$ cat src/rtl/id_ex_pkg.sv
// Shared widths, carried-field bundle and NOP control encodings for the ID/EX stage.
package id_ex_pkg;

  localparam int unsigned DATA_W = 32;
  localparam int unsigned REG_W  = 5;
  localparam int unsigned WB_W   = 2;
  localparam int unsigned M_W    = 3;
  localparam int unsigned EX_W   = 4;

  typedef struct packed {
    logic [DATA_W-1:0] npc;
    logic [DATA_W-1:0] rdata1;
    logic [DATA_W-1:0] rdata2;
    logic [DATA_W-1:0] sext;
    logic [REG_W-1:0]  rt;
    logic [REG_W-1:0]  rd;
    logic [WB_W-1:0]   wb_ctl;
    logic [M_W-1:0]    m_ctl;
    logic [EX_W-1:0]   ex_ctl;
  } id_ex_bundle_t;

  localparam logic [WB_W-1:0] WB_NOP = '0;
  localparam logic [M_W-1:0]  M_NOP  = '0;
  localparam logic [EX_W-1:0] EX_NOP = '0;

endpackage

$ cat src/rtl/id_ex_slot.sv
// One bundle register with a valid bit. kill has priority and forces the low CTL_W
// control bits to the NOP pattern while the data bits hold.
module id_ex_slot #(
  parameter int unsigned     W      = 8,
  parameter int unsigned     CTL_W  = 1,
  parameter logic [CTL_W-1:0] CtlNop = '0
) (
  input  logic         clk_i,
  input  logic         rst_i,
  input  logic         load_i,
  input  logic         drain_i,
  input  logic         kill_i,
  input  logic [W-1:0] data_i,
  output logic         valid_o,
  output logic [W-1:0] data_o
);

  logic         valid_q, valid_d;
  logic [W-1:0] data_q, data_d;

  always_comb begin
    valid_d = valid_q;
    data_d  = data_q;
    if (kill_i) begin
      valid_d            = 1'b0;
      data_d[CTL_W-1:0]  = CtlNop;
    end else if (load_i) begin
      valid_d = 1'b1;
      data_d  = data_i;
    end else if (drain_i) begin
      valid_d = 1'b0;
    end
  end

  always_ff @(posedge clk_i or posedge rst_i) begin
    if (rst_i) begin
      valid_q <= 1'b0;
      data_q  <= '0;
    end else begin
      valid_q <= valid_d;
      data_q  <= data_d;
    end
  end

  assign valid_o = valid_q;
  assign data_o  = data_q;

endmodule

$ cat src/rtl/id_ex_pipe_stage.sv
// ID/EX pipeline register with valid/ready handshake, flush-to-bubble and bubble counter.
// Define ID_EX_PIPE_SKID_EN to add a one-entry skid buffer and a registered in_ready.
module id_ex_pipe_stage #(
  parameter int unsigned DATA_W = id_ex_pkg::DATA_W,
  parameter int unsigned REG_W  = id_ex_pkg::REG_W,
  parameter int unsigned WB_W   = id_ex_pkg::WB_W,
  parameter int unsigned M_W    = id_ex_pkg::M_W,
  parameter int unsigned EX_W   = id_ex_pkg::EX_W,
  parameter int unsigned CNT_W  = 16
) (
  input  logic              clk,
  input  logic              reset,
  input  logic              in_valid,
  output logic              in_ready,
  input  logic              flush,
  input  logic [DATA_W-1:0] npc,
  input  logic [DATA_W-1:0] rdata1,
  input  logic [DATA_W-1:0] rdata2,
  input  logic [DATA_W-1:0] sext,
  input  logic [REG_W-1:0]  rt,
  input  logic [REG_W-1:0]  rd,
  input  logic [WB_W-1:0]   wb_ctl,
  input  logic [M_W-1:0]    m_ctl,
  input  logic [EX_W-1:0]   ex_ctl,
  output logic              out_valid,
  input  logic              out_ready,
  output logic [DATA_W-1:0] npc_q,
  output logic [DATA_W-1:0] rdata1_q,
  output logic [DATA_W-1:0] rdata2_q,
  output logic [DATA_W-1:0] sext_q,
  output logic [REG_W-1:0]  rt_q,
  output logic [REG_W-1:0]  rd_q,
  output logic [WB_W-1:0]   wb_ctl_q,
  output logic [M_W-1:0]    m_ctl_q,
  output logic [EX_W-1:0]   ex_ctl_q,
  output logic [CNT_W-1:0]  bubble_cnt
);

  localparam int unsigned CtlW    = WB_W + M_W + EX_W;
  localparam int unsigned BundleW = 4 * DATA_W + 2 * REG_W + CtlW;
  localparam logic [CtlW-1:0] CtlNop = {WB_W'(id_ex_pkg::WB_NOP), M_W'(id_ex_pkg::M_NOP),
                                        EX_W'(id_ex_pkg::EX_NOP)};

  logic [BundleW-1:0] in_bundle, main_din, main_data;
  logic               in_xfer, out_xfer, main_load, main_drain;
  logic [1:0]         squash_n;
  logic [CNT_W+1:0]   cnt_sum;
  logic [CNT_W-1:0]   cnt_q, cnt_d;

  // Control groups sit in the low bits so a slot kill zeroes exactly them.
  assign in_bundle = {npc, rdata1, rdata2, sext, rt, rd, wb_ctl, m_ctl, ex_ctl};
  assign {npc_q, rdata1_q, rdata2_q, sext_q, rt_q, rd_q, wb_ctl_q, m_ctl_q, ex_ctl_q} = main_data;

  assign in_xfer  = in_valid && in_ready;
  assign out_xfer = out_valid && out_ready;

`ifdef ID_EX_PIPE_SKID_EN
  logic               skid_valid, skid_load, skid_drain, main_free;
  logic [BundleW-1:0] skid_data;

  assign in_ready = !skid_valid;

  // Skid only fills while main is stalled, so a free main with skid valid never sees input.
  always_comb begin
    main_free  = !out_valid || out_ready;
    main_load  = 1'b0;
    main_drain = 1'b0;
    main_din   = in_bundle;
    skid_load  = 1'b0;
    skid_drain = 1'b0;
    if (main_free) begin
      if (skid_valid) begin
        main_load  = 1'b1;
        main_din   = skid_data;
        skid_drain = 1'b1;
      end else if (in_xfer) begin
        main_load = 1'b1;
      end else begin
        main_drain = out_xfer;
      end
    end else begin
      skid_load = in_xfer;
    end
  end

  assign squash_n = {1'b0, out_valid} + {1'b0, skid_valid} + {1'b0, in_xfer};

  id_ex_slot #(
    .W      (BundleW),
    .CTL_W  (CtlW),
    .CtlNop (CtlNop)
  ) u_skid (
    .clk_i   (clk),
    .rst_i   (reset),
    .load_i  (skid_load),
    .drain_i (skid_drain),
    .kill_i  (flush),
    .data_i  (in_bundle),
    .valid_o (skid_valid),
    .data_o  (skid_data)
  );
`else
  assign in_ready   = !out_valid || out_ready;
  assign main_load  = in_xfer;
  assign main_drain = out_xfer;
  assign main_din   = in_bundle;
  assign squash_n   = {1'b0, out_valid || in_xfer};
`endif

  id_ex_slot #(
    .W      (BundleW),
    .CTL_W  (CtlW),
    .CtlNop (CtlNop)
  ) u_main (
    .clk_i   (clk),
    .rst_i   (reset),
    .load_i  (main_load),
    .drain_i (main_drain),
    .kill_i  (flush),
    .data_i  (main_din),
    .valid_o (out_valid),
    .data_o  (main_data)
  );

  always_comb begin
    cnt_sum = {2'b00, cnt_q} + {{CNT_W{1'b0}}, squash_n};
    cnt_d   = cnt_q;
    if (flush) begin
      cnt_d = (cnt_sum > {2'b00, {CNT_W{1'b1}}}) ? {CNT_W{1'b1}} : cnt_sum[CNT_W-1:0];
    end
  end

  always_ff @(posedge clk or posedge reset) begin
    if (reset) begin
      cnt_q <= '0;
    end else begin
      cnt_q <= cnt_d;
    end
  end

  assign bubble_cnt = cnt_q;

endmodule

$ cat config.mk
export PLATFORM = sky130hd
export DESIGN_NAME = id_ex_pipe_stage
export DESIGN_NICKNAME = d
export VERILOG_FILES = /design/src/rtl/id_ex_pkg.sv /design/src/rtl/id_ex_slot.sv /design/src/rtl/id_ex_pipe_stage.sv
export SDC_FILE = /design/constraint.sdc
export NUM_CORES = 1
export LEC_CHECK = 0
export ABC_CLOCK_PERIOD_IN_PS = 6300
export BUFFER_PORTS_ARGS = -buffer_cell sky130_fd_sc_hd__clkbuf_2
export CAP_MARGIN = 30
export CORE_MARGIN = 10
export CORE_UTILIZATION = 47
export CTS_CLUSTER_SIZE = 8
export DETAILED_ROUTE_END_ITERATION = 6
export PLACE_DENSITY = 0.81
export SKIP_LAST_GASP = 1
export SYNTH_ARGS = -nofsm -noshare
export SYNTH_HDL_FRONTEND = slang
export SYNTH_SLANG_ARGS = --single-unit
$ cat constraint.sdc
create_clock -name clk -period 6.3 [get_ports clk]
set_input_delay 1.26 -clock clk [delete_from_list [all_inputs] [get_ports clk]]
set_output_delay 1.26 -clock clk [all_outputs]
set_load 0.1 [all_outputs]
Yosys cells after proc, flatten, opt, wreduce, memory -nomap -nowiden
Cells that the tools add are included.

ROM bits: 0. RAM bits: 0. Input bits: 152. Memories kept: 0. Register bits after elaboration: 164. Output and inout bits: 165. Latch bits: 0. Logic and storage cells: 21.

Div/mod/pow operators: 0. $add $sub $neg: 1. Mux-type cells: 6. Bitwise logic cells: 1. Multipliers: 0. Reductions and logical operators: 8. Equal/unequal tests: 0. $lt $le $gt $ge: 1. Shift-type cells: 0.

Operator list (number): 9-bit 2-to-1 mux (2); 16-bit by 1-bit adder with 17-bit output (1); 17-bit by 16-bit greater-than comparator with 1-bit output, second input constant (1); 16-bit 2-to-1 mux (1); 1-bit 2-to-1 mux (3); 3-bit nonzero test (1); 1-bit logical AND (2); 1-bit logical OR (2); 2-bit AND reduction (1); 2-bit nonzero test (1); 1-bit zero test (1); 1-bit NOT (1).

Logic depth before layout (Yosys ltp)
Depth in word-level cells: 7. Mapped depth: 7. Depth with buffers taken out: 6.

Hierarchy
A second synthesis with hierarchy kept.

Cells, all modules: 417. Area total of the unflattened synthesis: 6482.5 sq um.

Modules (own cells, without submodules): id_ex_slot (sequential area each 3703.6 sq um, times used 1, area each 5577.8 sq um, cells an instance 326); id_ex_pipe_stage (sequential area each 400.4 sq um, times used 1, area each 904.6 sq um, cells an instance 91).

Worst setup path after synthesis
Ideal clock, no wire load.

Path kind: input to output. Start point: in out_ready. End point: out in_ready. Arrival time: 1.559 ns. Data required time: 5.040 ns. Setup slack: 3.481 ns. Path buffers: 0. Cell stages on the path: 1. Path through: nand2b_4.

Longest elaborated chain between the ends: 1.

RTL lines: from (decl) (line id_ex_pipe_stage.sv:26) `input logic out_ready,`; 1-bit logical OR (line id_ex_pipe_stage.sv:103) `assign in_ready = !out_valid || out_ready;`; to (decl) (line id_ex_pipe_stage.sv:14) `output logic in_ready,`.

No other way between the ends.

Worst setup path after layout
Same ends and word-level chain as after synthesis.

==> flow_metrics.py <==
metrics = {
    "run_status": {
        "outcome": "completed",
    },
    "final_layout": {
        "fillers": 1001,
        "finalNetCount": 879,
        "finish.utilization_pct": 64.47,
        "final_cell_mix": "clkbuf_2, dfrtp_1, mux2_4",
        "final_area_sq_mm": 0.009052,
        "layout_commonest_cell": "clkbuf_2",
        "drive_gt1_share_pct": 67.75,
        "diodes": 0,
        "areaGrowthSynthToFinish_pct": 33.00,
    },
    "floorplan": {
        "rows": 43,
        "core_area_sq_mm": 0.01404,
        "io_pins": 317,
        "dieArea_sq_mm": 0.01970,
        "die_h_microns": 140.3,
        "start_util_pct": 48.47,
        "die_x_microns": 140.3,
    },
    "min_path": {
        "hold_class": "reg2reg",
    },
    "yosys": {
        "yosysWarnings": 0,
        "syn_nets": 560,
        "synth_area_leader_cell": "dfrtp_1",
        "yosysUniqueCellTypes": 33,
        "ys_ff_latch": 164,
        "syn_inst": 406,
        "ys_top_cells_by_area": "dfrtp_1, mux2_4, mux2_2",
        "yosysSeqAreaShare_pct": 60.29,
        "syn-cell-area_sq_mm": 0.006807,
        "synth.top_cell.area_share_pct": 60.29,
        "avgSynthCellArea_sq_um": 16.76,
    },
    "sta": {
        "hold_viol": 0,
        "max_freq_ghz": 0.3132,
        "setup_ws_ps": 3107,
        "fin_crit_sh_pct": 50.68,
        "grt_setup_unrepaired": "false",
        "worst_pin_slew_ps": 1158,
        "skew_ps": 9.813,
        "setup_viol_count_final": 0,
        "slew_viol_final": 0,
        "period_needed_ps": 3193,
        "slew_headroom_pct": 22.82,
        "final.setup.tns_ps": 0,
        "hold_slack_ps": 498.2,
    },
    "clocking": {
        "cts_tree": "built",
        "cts_hold_buf": 0,
        "postCtsSetupRepairBufs": 0,
        "cts.reportedPaths.clkPinSlew_ps": 60,
        "cts_resized": 0,
        "cts_root_buf": "clkbuf_16",
        "numCtsBuffers": 17,
        "cts_max_level": 4,
        "clock-sinks": 164,
        "clock_path_buffers": 2,
        "clkLatencyLatePin_ps": 420,
    },
    "worst_setup_path": {
        "arrival_ps": 1930,
        "cp_top_family": "buffers and inverters",
        "cp-start-kind": "input port",
        "critPathRequiredTime_ps": 5040,
        "crit_chain": "clkbuf_2, nand2b_4, clkbuf_2",
        "crit_type": "in2out",
        "crit_slowest_cell": "clkbuf_2",
        "max_stage_delay_ps": 460,
        "end_kind": "primary output",
        "critical_path_peak_fanout": 4,
        "cp_common_cell": "clkbuf_2",
        "cp_num_buf_inv": 2,
    },
    "place": {
        "port_buffers": 316,
        "place_area_sq_mm": 0.008459,
        "hpwl_microns": 14250,
        "gp_congestion": 0.8434,
        "place_ws_ps": 3100,
    },
    "power": {
        "internal_power_mw": 2.186,
        "p_leak_nw": 4.685,
        "seqPwrFrac_pct": 31.5,
        "clkPwrFrac_pct": 24.1,
        "p_per_area_mw_per_mm2": 473.3,
        "ir_worst_vdd_mv": 0.3216,
        "p_sw_mw": 2.099,
        "p_comb_share_pct": 44.4,
        "swShare_pct": 48.99,
    },
    "grt": {
        "antenna_found_initial": 0,
        "grt_pass1_wl_microns": 29430,
        "grt_usage_pct": 18.71,
        "grt_pass1_vias": 5256,
        "grt.overflow.total": 0,
        "grt_max_degree": 141,
    },
    "job": {
        "maxCapViolations": 0,
    },
    "drt": {
        "vias_per_cell": 5.016,
        "ant_nets": 0,
        "drt_iter0_drc": 154,
        "drcViolationCount": 0,
        "drt-total-wl_microns": 18710,
        "wl_per_cell_microns": 20.39,
        "dr_total_vias": 4605,
        "drtPass1Iterations": 5,
    },
}
[per-layer routing]
metal  GRT usage (%)  part of all wire (%)  wire length, microns
met2           33.13                    53                  9884
met1           19.24                    36                  6829
met5               0                     0                     0
met3           8.181                   8.8                  1651
met4           6.359                   1.9                   349
[flip-flops by register name, indices dropped and copies added, names as in the netlist]
name,flops
u_main.data_o,147
bubble_cnt,16
u_main.valid_o,1
[final timing paths]
path	slack [ps]	cells past startpoint	end	start
max in group asynchronous	3890	3	u_main.data_o[65]	reset
worst max register to register	4030	5	u_main.data_o[112]	u_main.valid_o
min in group asynchronous	1010	2	bubble_cnt[2]	reset
worst min register to register	500	1	u_main.data_o[33]	u_main.data_o[33]
worst min-delay path	500	1	u_main.data_o[33]	u_main.data_o[33]
worst max-delay path	3110	3	in_ready	out_ready
[cell usage after synthesis]
| master | number |
|---|---|
| nand4_2 | 2 |
| xor2_1 | 3 |
| ha_1 | 2 |
| nor2_2 | 3 |
| a21oi_1 | 3 |
| o211ai_1 | 1 |
| mux2_4 | 100 |
| or2_2 | 1 |
| dfrtp_1 | 164 |
| nor3_1 | 4 |
| o21a_1 | 1 |
| and3_1 | 1 |
| a22o_1 | 9 |
| buf_6 | 15 |
| mux2_2 | 37 |
| nor2_4 | 1 |
| nand3_4 | 1 |
| nor4_2 | 3 |
| nand2_2 | 1 |
| xnor2_1 | 7 |
| nor2_1 | 3 |
| buf_2 | 2 |
| buf_4 | 1 |
| a31oi_1 | 2 |
| nand3_1 | 7 |
| and2_1 | 1 |
| nand2b_4 | 1 |
| nand2_1 | 16 |
| o21ai_0 | 3 |
| mux2_1 | 3 |
| inv_1 | 4 |
| nor4_1 | 2 |
| nand4_1 | 2 |
[cell families (layout without fill, tap and decap cells)]
logic type	after synthesis	in the layout	share of synthesized area, %
compound gates	19	19	2.004
xor+xnor	10	10	1.287
fa+ha+maj	2	2	0.3676
simple gates	49	49	4.412
buf+inv	22	354	2.960
mux	140	140	28.68
flops	164	164	60.29
[power groups by stage]
stage | Sequential (mW) | Combinational (mW) | Clock, mW
4_1_cts | 1.35 | 1.91 | 1.06
3_5_place_dp | 1.37 | 1.91 | 0
5_1_grt | 1.37 | 1.95 | 1.10
2_1_floorplan | 2.63 | 0.311 | 0
3_3_place_gp | 1.35 | 1.89 | 0
6_report | 1.35 | 1.90 | 1.03
[cell type report]
class	instances	area [sq um]	share of cell area [%]
inverter	4	20.02	0.2211
clock buffer	19	442.9	4.893
tap	180	225.2	2.488
timing repair buffer	318	1609	17.77
clock inverter	13	150.1	1.659
multi-input combinational	220	2501	27.63
sequential	164	4104	45.34
[through the flow]
stage	instances	power, mW
2_1_floorplan	406	2.945
3_3_place_gp	886	3.245
3_5_place_dp	886	3.276
4_1_cts	918	4.322
5_1_grt	918	4.426
6_report	918	4.285
(Power assumes the default switching activity.)
